File: src/rtl/rsa_pkg.sv
// Shared width, FSM state encoding and modular-multiplier latency for the RSA decrypt path.
`default_nettype none

package rsa_pkg;

  localparam int RSA_W      = 16;
  localparam int RSA_MM_LAT = RSA_W + 1;

  typedef enum logic [2:0] {
    IDLE  = 3'd0,
    CHECK = 3'd1,
    SQR   = 3'd2,
    MUL   = 3'd3,
    DONE  = 3'd4
  } rsa_state_t;

endpackage

`default_nettype wire

File: src/rtl/rsa_modmul.sv
// Bit-serial interleaved shift-add-reduce modular multiplier: p = a*b mod n, W+1 cycles start->done.
`default_nettype none

module rsa_modmul
  import rsa_pkg::*;
#(
  parameter int W = RSA_W
) (
  input  logic         Clk,
  input  logic         Reset,
  input  logic         start,
  input  logic [W-1:0] a,
  input  logic [W-1:0] b,
  input  logic [W-1:0] n,
  output logic [W-1:0] p,
  output logic         done
);

  localparam int KW = (W > 1) ? $clog2(W) : 1;

  logic [W+1:0]  r_p;
  logic [W+1:0]  r_a;
  logic [W+1:0]  r_n;
  logic [W-1:0]  r_b;
  logic [KW-1:0] r_k;
  logic          r_run;
  logic          r_done;

  logic [W+1:0]  w_sum;
  logic [W+1:0]  w_red1;
  logic [W+1:0]  w_red2;

  // 2P + a < 3N, so two conditional subtracts always land below N.
  always_comb begin
    w_sum  = (r_p << 1) + (r_b[r_k] ? r_a : '0);
    w_red1 = (w_sum  >= r_n) ? (w_sum  - r_n) : w_sum;
    w_red2 = (w_red1 >= r_n) ? (w_red1 - r_n) : w_red1;
  end

  always_ff @(posedge Clk or posedge Reset) begin
    if (Reset) begin
      r_p    <= '0;
      r_a    <= '0;
      r_n    <= '0;
      r_b    <= '0;
      r_k    <= '0;
      r_run  <= 1'b0;
      r_done <= 1'b0;
    end else if (start) begin
      r_p    <= '0;
      r_a    <= {2'b00, a};
      r_n    <= {2'b00, n};
      r_b    <= b;
      r_k    <= KW'(W - 1);
      r_run  <= 1'b1;
      r_done <= 1'b0;
    end else if (r_run) begin
      r_p <= w_red2;
      if (r_k == '0) begin
        r_run  <= 1'b0;
        r_done <= 1'b1;
      end else begin
        r_k <= r_k - 1'b1;
      end
    end else begin
      r_done <= 1'b0;
    end
  end

  assign p    = r_p[W-1:0];
  assign done = r_done;

endmodule

`default_nettype wire

File: src/rtl/rsa_modexp_decrypt.sv
// RSA decrypt M = C^D mod N, left-to-right square-and-multiply over a shared rsa_modmul.
// Define RSA_CONST_TIME_EN to always run the multiply step (latency independent of D).
`default_nettype none

module rsa_modexp_decrypt
  import rsa_pkg::*;
#(
  parameter int W = RSA_W
) (
  input  logic         Clk,
  input  logic         Reset,
  input  logic         Load,
  input  logic [W-1:0] C,
  input  logic [W-1:0] D,
  input  logic [W-1:0] N,
  output logic [W-1:0] M,
  output logic         Done,
  output logic         Busy,
  output logic         Err
);

  localparam int IW = (W > 1) ? $clog2(W) : 1;
`ifdef RSA_CONST_TIME_EN
  localparam bit CONST_TIME = 1'b1;
`else
  localparam bit CONST_TIME = 1'b0;
`endif

  rsa_state_t    r_state, w_next;
  logic [W-1:0]  r_c, r_d, r_n, r_acc, r_m;
  logic [IW-1:0] r_i;
  logic          r_err_p, r_err, r_done, r_busy;

  logic          w_start, w_acc_we, w_i_dec, w_bit, w_chk_bad, w_mm_done;
  logic [W-1:0]  w_a, w_b, w_acc_nx, w_mm_p;

  rsa_modmul #(.W(W)) u_modmul (
    .Clk   (Clk),
    .Reset (Reset),
    .start (w_start),
    .a     (w_a),
    .b     (w_b),
    .n     (r_n),
    .p     (w_mm_p),
    .done  (w_mm_done)
  );

  always_ff @(posedge Clk or posedge Reset) begin
    if (Reset) r_state <= IDLE;
    else       r_state <= w_next;
  end

  // The next product is launched in the same cycle the previous one completes,
  // forwarding the fresh product as the new operand, so each step costs W+1 cycles.
  always_comb begin
    w_next    = r_state;
    w_start   = 1'b0;
    w_a       = r_acc;
    w_b       = r_acc;
    w_acc_nx  = r_acc;
    w_acc_we  = 1'b0;
    w_i_dec   = 1'b0;
    w_bit     = r_d[r_i];
    w_chk_bad = (r_n < W'(2)) || (r_c >= r_n);
    case (r_state)
      IDLE: if (Load) w_next = CHECK;
      CHECK: begin
        if (w_chk_bad) begin
          w_next = DONE;
        end else begin
          w_next  = SQR;
          w_start = 1'b1;
          w_a     = W'(1);
          w_b     = W'(1);
        end
      end
      SQR: begin
        if (w_mm_done) begin
          w_acc_we = 1'b1;
          w_acc_nx = w_mm_p;
          if (CONST_TIME || w_bit) begin
            w_next  = MUL;
            w_start = 1'b1;
            w_a     = w_mm_p;
            w_b     = r_c;
          end else if (r_i == '0) begin
            w_next = DONE;
          end else begin
            w_i_dec = 1'b1;
            w_start = 1'b1;
            w_a     = w_mm_p;
            w_b     = w_mm_p;
          end
        end
      end
      MUL: begin
        if (w_mm_done) begin
          w_acc_we = 1'b1;
          w_acc_nx = w_bit ? w_mm_p : r_acc;
          if (r_i == '0) begin
            w_next = DONE;
          end else begin
            w_next  = SQR;
            w_i_dec = 1'b1;
            w_start = 1'b1;
            w_a     = w_acc_nx;
            w_b     = w_acc_nx;
          end
        end
      end
      DONE:    w_next = IDLE;
      default: w_next = IDLE;
    endcase
  end

  always_ff @(posedge Clk or posedge Reset) begin
    if (Reset) begin
      r_c     <= '0;
      r_d     <= '0;
      r_n     <= '0;
      r_acc   <= '0;
      r_i     <= '0;
      r_err_p <= 1'b0;
      r_m     <= '0;
      r_err   <= 1'b0;
      r_done  <= 1'b0;
      r_busy  <= 1'b0;
    end else begin
      r_done <= (r_state == DONE);
      if (r_state == IDLE && Load) begin
        r_c    <= C;
        r_d    <= D;
        r_n    <= N;
        r_busy <= 1'b1;
      end
      if (r_state == CHECK) begin
        r_acc   <= w_chk_bad ? '0 : W'(1);
        r_err_p <= w_chk_bad;
        r_i     <= IW'(W - 1);
      end
      if (w_acc_we) r_acc <= w_acc_nx;
      if (w_i_dec)  r_i   <= r_i - 1'b1;
      // Outputs are published together with the Done pulse.
      if (r_state == DONE) begin
        r_m    <= r_acc;
        r_err  <= r_err_p;
        r_busy <= 1'b0;
      end
    end
  end

  assign M    = r_m;
  assign Done = r_done;
  assign Busy = r_busy;
  assign Err  = r_err;

endmodule

`default_nettype wire

File: config.mk
export PLATFORM = sky130hd
export DESIGN_NAME = rsa_modexp_decrypt
export DESIGN_NICKNAME = d
export VERILOG_FILES = /design/src/rtl/rsa_pkg.sv /design/src/rtl/rsa_modmul.sv /design/src/rtl/rsa_modexp_decrypt.sv
export SDC_FILE = /design/constraint.sdc
export NUM_CORES = 1
export LEC_CHECK = 0
export ABC_CLOCK_PERIOD_IN_PS = 9400
export CELL_PAD_IN_SITES_DETAIL_PLACEMENT = 0
export CELL_PAD_IN_SITES_GLOBAL_PLACEMENT = 2
export CORE_MARGIN = 2
export CORE_UTILIZATION = 38
export DETAILED_ROUTE_END_ITERATION = 10
export PLACE_DENSITY_LB_ADDON = 0.12
export SLEW_MARGIN = 20
export SYNTH_ARGS = -nofsm -noshare
export SYNTH_HDL_FRONTEND = slang
export SYNTH_SLANG_ARGS = --single-unit
File: constraint.sdc
create_clock -name Clk -period 9.4 [get_ports Clk]
set_input_delay 1.41 -clock Clk [delete_from_list [all_inputs] [get_ports Clk]]
set_output_delay 1.41 -clock Clk [all_outputs]
set_load 0.01 [all_outputs]
**Word level (Yosys, flattened, before mapping)**

Index checks and enable logic that the tools add are counted.

- $add $sub $neg: 5
- $mul: 0
- Div/mod/pow operators: 0
- $lt $le $gt $ge: 6
- Equal/unequal tests: 13
- Shift operators: 0
- Mux-type cells: 58
- Bitwise gates (word level): 0
- Reductions and logical operators: 13

Operators with widths:

| cell | count |
|---|---|
| 16-bit 2-to-1 mux | 14 |
| 16-bit one-hot mux with 3 select lines | 2 |
| 17-bit 2-to-1 mux | 3 |
| 18-bit by 16-bit greater-or-equal comparator with 1-bit output | 2 |
| 16-bit one-hot mux with 2 select lines | 1 |
| 3-bit 2-to-1 mux | 7 |
| 1-bit 2-to-1 mux | 20 |
| 4-bit 2-to-1 mux | 5 |
| 18-bit by 16-bit adder with 18-bit output | 1 |
| 18-bit 2-to-1 mux | 1 |
| 18-bit by 16-bit subtractor with 18-bit output | 1 |
| 17-bit by 16-bit subtractor with 17-bit output | 1 |
| 16-bit greater-or-equal comparator | 1 |
| 16-bit by 2-bit less-than comparator with 1-bit output (second input constant) | 1 |
| 3-bit one-hot mux with 4 select lines | 1 |
| 4-bit by 5-bit less-than comparator with 1-bit output (second input constant) | 2 |
| 3-bit by 2-bit != test with 1-bit output (second input constant) | 3 |
| 1-bit binary-select mux with 4-bit select | 2 |
| 4-bit zero test | 2 |
| 4-bit AND reduction | 2 |
| 2-bit nonzero test | 4 |
| 4-bit by 1-bit subtractor with 4-bit output (second input constant) | 2 |
| 3-bit by 2-bit == test with 1-bit output (second input constant) | 2 |
| 2-bit by 1-bit != test with 1-bit output (second input constant) | 3 |
| 12 further kinds | 12 |

- Register bits: 162
- Latch bits: 0
- RAM bits: 0
- ROM bits: 0
- Input port bits: 51
- Output and inout bits: 19
- Logic and storage cells: 113
- Memories: 0

**Longest topological paths before layout**

Gate-level depths: netlist (run 1).

- Depth in word-level cells: 10
- Mapped depth: 38
- Depth with buffers taken out: 33

**Modules after synthesis**

From an unflattened synthesis (run 1), not the netlist that was laid out.

- Cells, all modules: 1,153
- Area total of the unflattened synthesis: 10,996.8 um^2

Modules (own cells, without submodules):

| module | times used | cells each | area an instance (um^2) | sequential area each (um^2) |
|---|---|---|---|---|
| rsa_modmul | 1 | 620 | 5,778.0 | 1,776.7 |
| rsa_modexp_decrypt | 1 | 533 | 5,218.8 | 2,277.2 |

**Worst setup path after synthesis (run 1)**

OpenSTA, ideal clock, no wires.

- Path type: register to register
- Start: register u_modmul.r_k[0]
- End: register u_modmul.r_p[6]
- Setup time: 0.126 ns
- Data arrival time: 7.572 ns
- Required time: 9.274 ns
- Setup slack: 1.702 ns
- Stages on the path, launching flop included: 34
- Buffers on the path: 5
- Clock period less this slack: 7.698 ns
- Path through: dfrtp_1 -> clkbuf_1 -> mux4_2 -> mux4_2 -> clkbuf_1 -> and2_1 -> ha_1 -> or4_4 -> o21ai_2 -> o21bai_4 -> o21a_1 -> o21ai_0 -> a21oi_1 -> xor2_1 -> inv_1 -> ha_1 -> nand4_1 -> nand2b_1 -> or4_1 -> nand4b_1 -> buf_6 -> buf_8 -> mux2_4 -> ha_1 -> a21o_1 -> o21ba_2 -> a211oi_1 -> o31a_1 -> o41ai_2 -> o2111a_1 -> a31oi_1 -> and2_1 -> buf_2 -> a221o_1

- Longest elaborated chain between the ends: 10

Ends and longest elaborated chain:

| element | RTL line | RTL |
|---|---|---|
| start, declared | rsa_modmul.sv:25 | `logic [KW-1:0] r_k;` |
| start signal, assigned | rsa_modmul.sv:54 | `r_k <= KW'(W - 1);` |
| start signal, assigned | rsa_modmul.sv:63 | `r_k <= r_k - 1'b1;` |
| 1-bit binary-select mux with 4-bit select * | rsa_modmul.sv:35 | `w_sum = (r_p << 1) + (r_b[r_k] ? r_a : '0);` |
| 1-bit 2-to-1 mux (not written as such) * | rsa_modmul.sv:35 |  |
| 16-bit 2-to-1 mux * | rsa_modmul.sv:35 |  |
| 18-bit by 16-bit adder with 18-bit output * | rsa_modmul.sv:35 |  |
| 18-bit by 16-bit subtractor with 18-bit output or 18-bit by 16-bit greater-or-equal comparator with 1-bit output (tied branches) | rsa_modmul.sv:36 | `w_red1 = (w_sum >= r_n) ? (w_sum - r_n) : w_sum;` |
| 18-bit 2-to-1 mux * | rsa_modmul.sv:36 |  |
| 17-bit by 16-bit subtractor with 17-bit output or 18-bit by 16-bit greater-or-equal comparator with 1-bit output (tied branches) | rsa_modmul.sv:37 | `w_red2 = (w_red1 >= r_n) ? (w_red1 - r_n) : w_red1;` |
| 17-bit 2-to-1 mux * | rsa_modmul.sv:37 |  |
| 17-bit 2-to-1 mux * | rsa_modmul.sv:57 | `end else if (r_run) begin` |
| 17-bit 2-to-1 mux * | rsa_modmul.sv:49 | `end else if (start) begin` |
| end signal, assigned | rsa_modmul.sv:58 | `r_p <= w_red2;` |
| end, declared | rsa_modmul.sv:21 | `logic [W+1:0] r_p;` |

Mark *: on every way between the ends. The rest lies on a longest branch, timed or not. The select of a mux whose other input is x is not followed.
A chain may end at the register's enable or synchronous reset.

**Final worst setup path (run 1)**

- Start: register u_modmul.r_k[0]
- End: register u_modmul.r_p[7]

Same word-level chain as after synthesis.

==> impl_summary.md, run 1 <==
Placement
After legalization and detailed placement, the total HPWL measured ~24 mm. The congestion estimate from routability-driven global placement came to around 0.85. Buffers placed on the I/O ports in this run total slightly below 70. Before CTS, the worst setup slack after placement is 0.919 ns.

Logic synthesis
The cell type with the largest total area after synthesis is dfrtp_1. Ranked by total cell area, the synthesized netlist is headed by dfrtp_1 38%, ha_1 7.5%, o21ai_0 5.8%. The synthesized instance count is 1155. The xor and xnor area share after synthesis is 0.0316.

The most used flip-flop cell after synthesis is dfrtp_1. The adder-cell share of the synthesized area is 0.0810. The multiplexer area fraction after synthesis is 0.0928. By area, the combinational part of the netlist is dominated by compound AO/OA/AOI/OAI gates.

For this run, the number of Yosys warnings is 0. The area of the mapped netlist is between 10000 and 15000 um^2. The number of nets handed over by synthesis was 1274. The complex-gate fraction of the synthesized area is 0.222.

The average instance in the mapped netlist occupies between 9 and 10 um^2. The synthesized netlist contains 87 unique library cells. The fraction of post-synthesis cell area in the top cell type by area is 0.376. Counting flops and latches in the post-synthesis netlist gives 162.

The number of flops mapped to enable cells by yosys is 0. After synthesis, the share of flip-flops with an asynchronous set or reset is 1.00. The proportion of synthesized chip area in sequential cells is 0.376. Of the total synthesized cell area, the portion taken by AND, OR, NAND and NOR gates is 0.151.

Floorplan
The number of rows in the core area is between 60 and 70. From bottom edge to top edge, the die measures approximately 170 um. The die width is between 150 and 200 um. The initial utilization of the core area, before any placement, comes to 0.387.

The number of top-level pins is 70. The area enclosed by the die boundary is between 20000 and 30000 um^2. The floorplan step defined a core boundary enclosing around 28000 um^2.

Cells and area
In the final design database the tool counted ~1300 nets. The number of antenna diodes in the final layout is 0. The fraction of final layout cells sized beyond drive strength 1 is 0.129. The area added between synthesis and finish is 14.7%.

STA
Final hold analysis gives a worst-case slack of around 0.48 ns. The max-slew headroom at the worst pin is 0.274. The slew at the pin with the worst max-slew slack is 1.09 ns. The setup violation total in the final timing report is 0. Setup slack closes at approximately 0.84 ns. The clock period could shrink to roughly 8.6 ns.

In the finished design, the share of the clock period the worst path needs comes to 0.910. Timing would allow up to 117 MHz. Between clock sinks in the finished design, the worst skew comes to between 0.02 and 0.025 ns.

The final number of max-transition violations came to 0. Setup repair after global routing left no endpoint under its margin. For the final routed database, the setup TNS stands at 0 ns.

The final count of hold timing violations is 0.

Setup path
The nature of the critical path endpoint is a register. The arrival time of the worst setup path is slightly below 9 ns. The worst-path maximum fanout is 20. The class of the most critical setup path is reg2reg. The critical path's slowest cell is mux4_2. The worst setup path is launched from a register. For this run, the slowest stage of the critical path takes 0.64 ns. The most numerous cell type found on the critical path is ha_1. The worst path required time is around 9.7 ns.

Global route
The initial antenna violation count is 0. The maximum number of pins on one net before global-route repair is 67. The total global routing track utilization is 0.224. After global routing the overflow that remains totals 0. The via count of the first global-routing pass is between 8000 and 9000. The first global-routing pass estimated about 50 mm of wire.

Clocking
In this run, post-CTS hold repair placed 0 buffers. The TritonCTS clock tree is built. The number of instances resized during post-cts repair is 0. CTS built an H-tree with a depth of 4.

Counting along the longest clock path gives a buffer depth of 2. Clock tree synthesis inserted a total of 17 buffers. The number of sinks handled by clock tree synthesis is 162. The later-pin clock latency in the skew report is between 0.4 and 0.5 ns.

Clock-pin slew was measured on the worst setup and hold paths at approximately 0.080 ns. The buffers inserted during post-CTS setup optimization is 0. Clock tree synthesis selected as its root buffer the cell clkbuf_16.

Detailed routing
Wires add up to 32.0 mm. After detailed routing, the average wire length per cell comes to 20.2 um. The total number of vias is 8805. The detailed router finished its first iteration with roughly 650 violations. In this run the remaining antenna-violating nets after routing total 0. The remaining design rule violation count is 0. The number of detailed-routing iterations run before antenna repair is 5. The vias per cell is ~5.6.

Run
The tool flagged a number of max-cap violations equal to 0.

Hold path
The worst hold-check path type is reg2reg.

Run status
The flow ran to the end, and the final reports show no timing, DRC or antenna violations.
critical path, delay by kind of cell (launching register included):
kind / cells / cell delay [ns]
buffers and inverters: 3 / 0.65
adders and majority gates: 4 / 1.31
and+or+nand+nor: 8 / 2.07
muxes: 3 / 1.51
xor gates and xnor gates: 1 / 0.20
AOI/OAI and AO/OA: 12 / 2.12
DFF: 1 / 0.51
state kept, by name (all words and copies together), names as in the netlist:
register,cells
u_modmul.r_n,16
r_d,16
u_modmul.r_k,4
u_modmul.r_run,1
u_modmul.r_b,16
u_modmul.done,1
r_c,16
r_i,4
Err,1
r_acc,16
M,16
r_n,16
Done,1
u_modmul.r_a,16
r_err_p,1
u_modmul.r_p,17
Busy,1
r_state,3
cell usage after synthesis, types with 4 or more instances:
cell / number
a211o_1: 5
a211oi_1: 9
a21o_1: 14
a21oi_1: 88
a221o_1: 6
a221oi_1: 5
a221oi_2: 10
a22oi_1: 8
a31oi_1: 13
a32o_1: 5
and2_1: 22
and3_1: 5
buf_1: 4
buf_2: 16
buf_6: 4
clkbuf_1: 33
dfrtp_1: 162
ha_1: 65
inv_1: 54
mux2_2: 50
mux2_4: 10
mux2i_1: 5
mux4_2: 10
nand2_1: 97
nand2b_1: 17
nand3_1: 11
nand4_1: 5
nor2_1: 92
nor2b_1: 16
nor3_1: 22
nor3b_1: 10
nor4_1: 5
o211ai_1: 5
o21a_1: 14
o21ai_0: 125
o21ai_1: 8
o21bai_1: 6
o31a_1: 4
o31ai_1: 10
or2_2: 4
xnor2_1: 26
xor2_1: 11
routing by layer:
metal / vias to the layer above / routed length (um) / global-route usage
li1: 4279 / - / -
met1: 4288 / 15800 / 0.327
met2: 207 / 14500 / 0.349
met3: 31 / 1190 / 0.0293
met4: 0 / 507 / 0.0599
met5: - / 0 / 0
area by class of cell:
cell class | instances | area, um^2
Inverter | 54 | 208
Tap cell | 378 | 473
Clock inverter | 15 | 189
Clock buffer | 17 | 425
Multi-Input combinational cell | 879 | 6240
Sequential cell | 162 | 4050
Fill cell | 2713 | 15500
Timing Repair Buffer | 80 | 773
placed cells by master (no fill, tap or decap), drive strengths merged, types with 10 or more instances in the layout:
cell type / count
a21oi: 89
nor3b: 10
inv: 61
nor2b: 16
clkbuf: 17
o31ai: 12
dfrtp: 162
and2: 23
o21a: 14
clkdlybuf4s50: 69
nor2: 93
nand2: 98
a31oi: 13
ha: 65
o21ai: 135
xnor2: 26
xor2: 12
buf: 11
mux4: 10
a21o: 14
nand2b: 17
nand3: 12
nor3: 25
a221oi: 15
mux2: 61
path summary, 6_finish.rpt:
path                                  startpoint                to  slack [ns]  depth (start not counted)
worst min-delay path            u_modmul.r_n[10]  u_modmul.r_n[10]        0.48                          2
worst min register to register  u_modmul.r_n[10]  u_modmul.r_n[10]        0.48                          2
worst max register to register   u_modmul.r_k[0]   u_modmul.r_p[7]        0.84                         31
max in group asynchronous                  Reset   u_modmul.r_a[9]        6.14                          4
min in group asynchronous                  Reset            r_n[5]        1.38                          2
worst max-delay path             u_modmul.r_k[0]   u_modmul.r_p[7]        0.84                         31
per-stage QoR:
step | cells | util | area, um^2
after floorplan | 1155 | - | 10800
after detailed placement | 1553 | 0.422 | 11800
after global routing | 1585 | 0.444 | 12400
after global placement | 1553 | 0.422 | 11800
final | 1585 | 0.444 | 12400
after CTS | 1585 | 0.444 | 12400
kinds of logic after synthesis:
group           count (synthesis)
fa+ha+maj                      68
simple gates                  330
mux                            76
xor+xnor                       38
buf+inv                       114
flops                         162
compound gates                367
Power of run 1 is left out: the tool's default activity adds up to more than one toggle a clock period on the data nets, which glitch-free logic cannot reach.
==> run 2, diff against run 1 <==
--- a/config.mk
+++ b/config.mk
@@ -6,10 +6,8 @@
 export NUM_CORES = 1
 export LEC_CHECK = 0
 export ABC_CLOCK_PERIOD_IN_PS = 9400
-export CELL_PAD_IN_SITES_DETAIL_PLACEMENT = 0
-export CELL_PAD_IN_SITES_GLOBAL_PLACEMENT = 2
 export CORE_MARGIN = 2
-export CORE_UTILIZATION = 38
+export CORE_UTILIZATION = 45
 export DETAILED_ROUTE_END_ITERATION = 10
 export PLACE_DENSITY_LB_ADDON = 0.12
 export SLEW_MARGIN = 20
==> impl_summary.md, run 2 (same netlist as run 1, synthesis figures left out) <==
Placement
The quantity of I/O buffers inserted on ports is 69 (unchanged). The pre-CTS worst setup slack is 0.940 ns (+0.0210 ns). The total placed instance area is 11700 um^2 (-0.82%). The detailed-placement wirelength estimate came to 21.9 mm (-8.6%).

The placer congestion estimate came to 0.900 (+5.5%).

STA
The highest clock rate is 118 MHz (+0.74%). The final number of max-transition violations is 0 (unchanged). The final worst setup slack is 0.905 ns (+0.0627 ns). The worst setup skew after layout is 0.0131 ns (-0.00917 ns). The max-slew headroom at the worst pin was 0.315 (+0.0412). The clock period minus final worst setup slack came to 8.50 ns (-0.0627 ns). The setup TNS is 0 ns (unchanged). The setup violation total in the final timing report is 0 (unchanged).

The slew at the pin with the worst max-slew slack came to 1.01 ns (-0.0735 ns). Setup repair after global routing left no endpoint under its margin. The final count of hold timing violations is 0 (unchanged).

The final clock period utilization by the worst path is 0.904 (-0.00667).

Run
The total of max-cap violations is 0 (unchanged).

Floorplan
The number of rows in the core area is 56 (-8.2%). The height of the die is 159 um (-7.9%). The core area is 23500 um^2 (-16%).

The die width came to 159 um (-7.9%). The starting density of the core came to 0.459 (+0.0723). The area enclosed by the die boundary is 25200 um^2 (-15%). The number of top-level pins is 70 (unchanged).

Clocking
The TritonCTS clock tree is built. The number of sinks handled by clock tree synthesis came to 162 (unchanged). The CTS H-tree depth is 4 (unchanged).

The maximum buffer depth of the clock tree is 2 (unchanged). The later-pin clock latency in the skew report is 0.43 ns (about the same). The buffers inserted during post-CTS setup optimization is 0 (unchanged).

The clock slew seen by the registers of the worst setup and hold paths is 0.07 ns (about the same). The number of buffers inserted during clock tree synthesis is 17 (unchanged). The number of instances resized during post-cts repair came to 0 (unchanged). The clock tree root driver cell is clkbuf_16.

The hold buffer count at CTS is 0 (unchanged).

Global route
The maximum number of pins on one net before global-route repair came to 105 (+57%). The total global routing track utilization is 0.236 (+0.0116). The initial antenna violation count is 0 (unchanged).

The via count of the first global-routing pass was 8486 (-1.8%). The wire length of the first global-routing pass is 47.2 mm (-6.3%). The total congestion overflow is 0 (unchanged).

Cells and area
The number of fill cells is 2232 (-18%). The finished layout cell area was 12300 um^2 (-0.92%). The multi-input gate area in the final layout came to 6240 um^2 (unchanged). The register area is 4050 um^2 (unchanged). The total number of nets in the final design came to 1310 (-0.23%).

The fraction of final layout cells sized beyond drive strength 1 is 0.127 (-0.00217). The register with the most flip-flops in the final layout is u_modmul.r_p. In the layout the commonest cells are 162 x dfrtp_1, 125 x o21ai_0, 97 x nand2_1.

The number of flip-flops in the largest register was 17 (unchanged). The number of diodes added for antenna fixing is 0 (unchanged). Leaving out fill and tap cells, the most frequent cell in the layout is dfrtp_1. From synthesis to final layout, the design area changed by 13.7%.

Setup path
In this run the critical register-to-register path is captured at u_modmul.r_p[6]. STA classifies the critical path endpoint as a register. The arrival time of the worst setup path was 8.81 ns (-0.05 ns). The kind of cell adding the most delay to the critical path is compound AO/OA/AOI/OAI gates. The flop-to-flop setup slack was 0.90 ns (+0.06 ns). The worst path required time is 9.71 ns (about the same). The worst-path maximum fanout is 20 (unchanged). The largest stage delay on the critical path came to 0.61 ns (-0.03 ns). The startpoint identified for the worst register-to-register timing path is u_modmul.r_k[0]. The setup path with the least slack is of type reg2reg.

The buffering stage count on the worst path with inverters included is 2 (-1). The nature of the critical path startpoint is a register. The number of cells on the worst reg-to-reg path was 28 (-9.7%). Counting stages on the worst path, the most repeated cell is ha_1. The critical path's slowest cell is mux4_2.

Hold path
The worst hold-check path type is reg2reg. The start point of the worst hold path is u_modmul.r_n[8]. The number of cells on the worst hold path is 2 (unchanged).

The worst hold path terminates at u_modmul.r_n[8].

Detailed routing
The number of violations reported at the end of detailed-routing iteration 0 is 679 (+4.1%). The vias per cell is 5.81 (+4.7%). The remaining design rule violation count is 0 (unchanged). The average detailed-routed wire length per instance is 19.3 um (-4.1%).

The number of nets still failing antenna checks after routing is 0 (unchanged). The total number of vias is 8856 (+0.58%). The total routed wirelength is 29.5 mm (-7.9%). The number of detailed-routing iterations run before antenna repair is 5 (unchanged).

Run status
The run finished with clean final reports.
==> run 2: cell count changes in the layout (fill, tap and decap cells not counted) <==
cell | before | now
clkbuf_8 | 0 | 1
bufinv_16 | 1 | 0
buf_4 | 11 | 8
clkinv_2 | 1 | 0
clkinv_8 | 4 | 3
inv_6 | 3 | 4
clkinv_4 | 0 | 3
clkinvlp_4 | 2 | 0
==> run 2: final cells by class <==
class,instances,area share
multi-input combinational,879,0.510
sequential,162,0.331
clock buffer,18,0.0358
tap,319,0.0326
clock inverter,14,0.0129
inverter,54,0.0170
timing repair buffer,77,0.0613
==> run 2: tightest hold or removal path, cell delays in order, from the launching register on <==
cell and delay (ns):
dfrtp_1 0.34, nand2_1 0.05, o21ai_0 0.06
==> run 2: how the worst max path moves through the flow <==
stage	startpoint	to	slack, ns	cells past startpoint
2_1_floorplan	u_modmul.r_k[0]	u_modmul.r_p[6]	1.70	33
3_3_place_gp	u_modmul.r_k[0]	u_modmul.r_p[6]	1.09	30
3_5_place_dp	u_modmul.r_k[0]	u_modmul.r_p[6]	0.94	30
4_1_cts	u_modmul.r_k[0]	u_modmul.r_p[6]	0.91	30
5_1_grt	u_modmul.r_k[0]	u_modmul.r_p[15]	0.35	31
6_report	u_modmul.r_k[0]	u_modmul.r_p[6]	0.90	28
==> run 2: routing by layer <==
layer  global-route usage  vias up  share of wire
met5                    0        -              0
met4               0.0609        0          0.018
met3               0.0431       32          0.051
met2                0.369      266           0.46
met1                0.337     4277           0.47
li1                     -     4281              -
==> run 2: metrics by stage <==
stage	cells	util	hold slack [ns]
2_1_floorplan	1155	-	0.445
3_3_place_gp	1491	0.497	0.463
3_5_place_dp	1491	0.497	0.471
4_1_cts	1523	0.522	0.489
5_1_grt	1523	0.522	0.520
6_report	1523	0.522	0.483
Power of run 2 is left out for the same reason.
==> run 3, diff against run 2 <==
--- a/config.mk
+++ b/config.mk
@@ -9,6 +9,7 @@
 export CORE_MARGIN = 2
 export CORE_UTILIZATION = 45
 export DETAILED_ROUTE_END_ITERATION = 10
+export MAX_ROUTING_LAYER = met4
 export PLACE_DENSITY_LB_ADDON = 0.12
 export SLEW_MARGIN = 20
 export SYNTH_ARGS = -nofsm -noshare
==> impl_summary.md, run 3 (same netlist as run 1, synthesis figures left out) <==
STA
The setup violation total in the final timing report was 0 (unchanged). Setup repair after global routing left no endpoint under its margin. The clock period minus final worst setup slack is 8.61 ns (+0.111 ns).

The slew at the pin with the worst max-slew slack came to 1.04 ns (+0.0230 ns). The final count of hold timing violations is 0 (unchanged). The highest clock rate is 116 MHz (-1.3%).

The worst setup skew after layout is 0.0191 ns (+0.00603 ns). The final clock period utilization by the worst path is 0.916 (+0.0118). The final number of max-transition violations is 0 (unchanged). The max-slew headroom at the worst pin came to 0.308 (-0.00749). The setup TNS came to 0 ns (unchanged).

Detailed routing
The average detailed-routed wire length per instance is 19.3 um (about the same). The total number of vias is 8819 (-0.42%). The total routed wirelength is 29.5 mm (about the same).

The remaining design rule violation count was 0 (unchanged). The number of detailed-routing iterations run before antenna repair is 5 (unchanged). The number of violations reported at the end of detailed-routing iteration 0 was 606 (-11%). The vias per cell is 5.79 (-0.42%). The number of nets still failing antenna checks after routing came to 0 (unchanged).

Clocking
The later-pin clock latency in the skew report is 0.43 ns (about the same). The CTS H-tree depth is 4 (unchanged). The number of buffers inserted during clock tree synthesis is 17 (unchanged). The maximum buffer depth of the clock tree is 2 (unchanged). The number of instances resized during post-cts repair was 0 (unchanged).

CTS placed an instance of clkbuf_16 at the clock tree root. The hold buffer count at CTS is 0 (unchanged). The number of sinks handled by clock tree synthesis is 162 (unchanged).

The buffers inserted during post-CTS setup optimization is 0 (unchanged). The TritonCTS clock tree is built. The clock slew seen by the registers of the worst setup and hold paths was 0.08 ns (about the same).

Cells and area
The number of fill cells is 2216 (-0.72%). The multi-input gate area in the final layout came to 6240 um^2 (unchanged). The number of diodes added for antenna fixing came to 0 (unchanged). In the layout the commonest cells are 162 x dfrtp_1, 125 x o21ai_0, 97 x nand2_1. The total number of nets in the final design is 1310 (unchanged). The most common library cell in the layout ignoring fill and taps is dfrtp_1. The largest register by flop count is u_modmul.r_p. The area added between synthesis and finish came to 13.6% (about the same).

The number of flip-flops in the largest register is 17 (unchanged). The fraction of final layout cells sized beyond drive strength 1 was 0.126 (-0.000831). The register area is 4050 um^2 (unchanged).

Global route
The initial antenna violation count is 0 (unchanged). The total global routing track utilization is 0.243 (+0.00714). The maximum number of pins on one net before global-route repair came to 85 (-19%). The layer flagged by global routing as most heavily used is met2.

The via count of the first global-routing pass is 8618 (+1.6%). The wire length of the first global-routing pass was 47.3 mm (+0.28%). The total congestion overflow was 0 (unchanged).

The met1 capacity usage during global routing is 0.330 (-0.00665). The global routing usage on met2 came to 0.372 (+0.00318). The met3 layer usage reported by global route is 0.0415 (-0.00157).

Floorplan
The number of top-level pins is 70 (unchanged). The core area is 23500 um^2 (unchanged). The die width came to 159 um (unchanged). The number of rows in the core area is 56 (unchanged). The area enclosed by the die boundary is 25200 um^2 (unchanged). The height of the die is 159 um (unchanged). The starting density of the core is 0.459 (unchanged).

Placement
The placer congestion estimate is 0.951 (+5.6%). The detailed-placement wirelength estimate is 22.1 mm (+0.85%). The quantity of I/O buffers inserted on ports was 69 (unchanged).

Setup path
The largest stage delay on the critical path is 0.64 ns (+0.03 ns). The most numerous cell type found on the critical path is ha_1. STA classifies the critical path endpoint as a register. The nature of the critical path startpoint is a register. The worst path required time is 9.71 ns (about the same). The arrival time of the worst setup path is 8.92 ns (+0.11 ns). The worst-path maximum fanout is 20 (unchanged). The critical path's slowest cell is mux4_2. The class of the most critical setup path is reg2reg.

Run status
The flow ran to the end, and the final reports show no timing, DRC or antenna violations.

Run
The total of max-cap violations is 0 (unchanged).

Hold path
The worst hold-check path type is reg2reg.
-- run 3: cell count changes in the layout (fill, tap and decap cells not counted), sizes merged --
cell | before | now
inv | 62 | 63
clkinv | 6 | 5
-- run 3: area by class of cell --
cell class / count / share of cell area
inverters: 54 / 0.0170
repair buffers: 77 / 0.0616
clock inverters: 14 / 0.0129
clock buffers: 18 / 0.0350
multi-input cells: 879 / 0.510
flip-flops and latches: 162 / 0.331
well taps: 319 / 0.0326
-- run 3: routing by layer --
metal / wire length, um / vias to the layer above
met1: 13900 / 4276
met2: 13400 / 234
met3: 1420 / 43
li1: - / 4266
met4: 688 / 0
met5: 0 / -
-- run 3: path summary, 6_finish.rpt --
path / slack, ns / from / cells past startpoint / to
max: 0.79 / u_modmul.r_k[0] / 30 / u_modmul.r_p[6]
min: 0.48 / u_modmul.r_n[4] / 2 / u_modmul.r_n[4]
max reg2reg: 0.79 / u_modmul.r_k[0] / 30 / u_modmul.r_p[6]
min reg2reg: 0.48 / u_modmul.r_n[4] / 2 / u_modmul.r_n[4]
max in group asynchronous: 6.69 / Reset / 3 / u_modmul.r_p[10]
min in group asynchronous: 1.50 / Reset / 2 / r_d[1]
-- run 3: critical path: cells and delay by family (launching register included) --
family / cells / cell delay, ns
buffers and inverters: 3 / 0.61
multiplexers: 3 / 1.52
flip-flops: 1 / 0.52
AND/OR/NAND/NOR: 8 / 2.22
adder cells (fa/ha/maj): 3 / 0.90
XOR/XNOR: 1 / 0.27
AO/OA/AOI/OAI: 12 / 2.43
-- run 3: metrics by stage --
step	cell area, um^2	util	instances	setup slack (ns)	hold WS, ns
after floorplan	10800	-	1155	1.70	0.445
after global placement	11700	0.497	1491	1.09	0.465
after detailed placement	11700	0.497	1491	0.888	0.470
after CTS	12200	0.522	1523	0.831	0.488
after global routing	12200	0.522	1523	0.339	0.506
final	12200	0.522	1523	0.794	0.480
Power of run 3 is left out for the same reason.
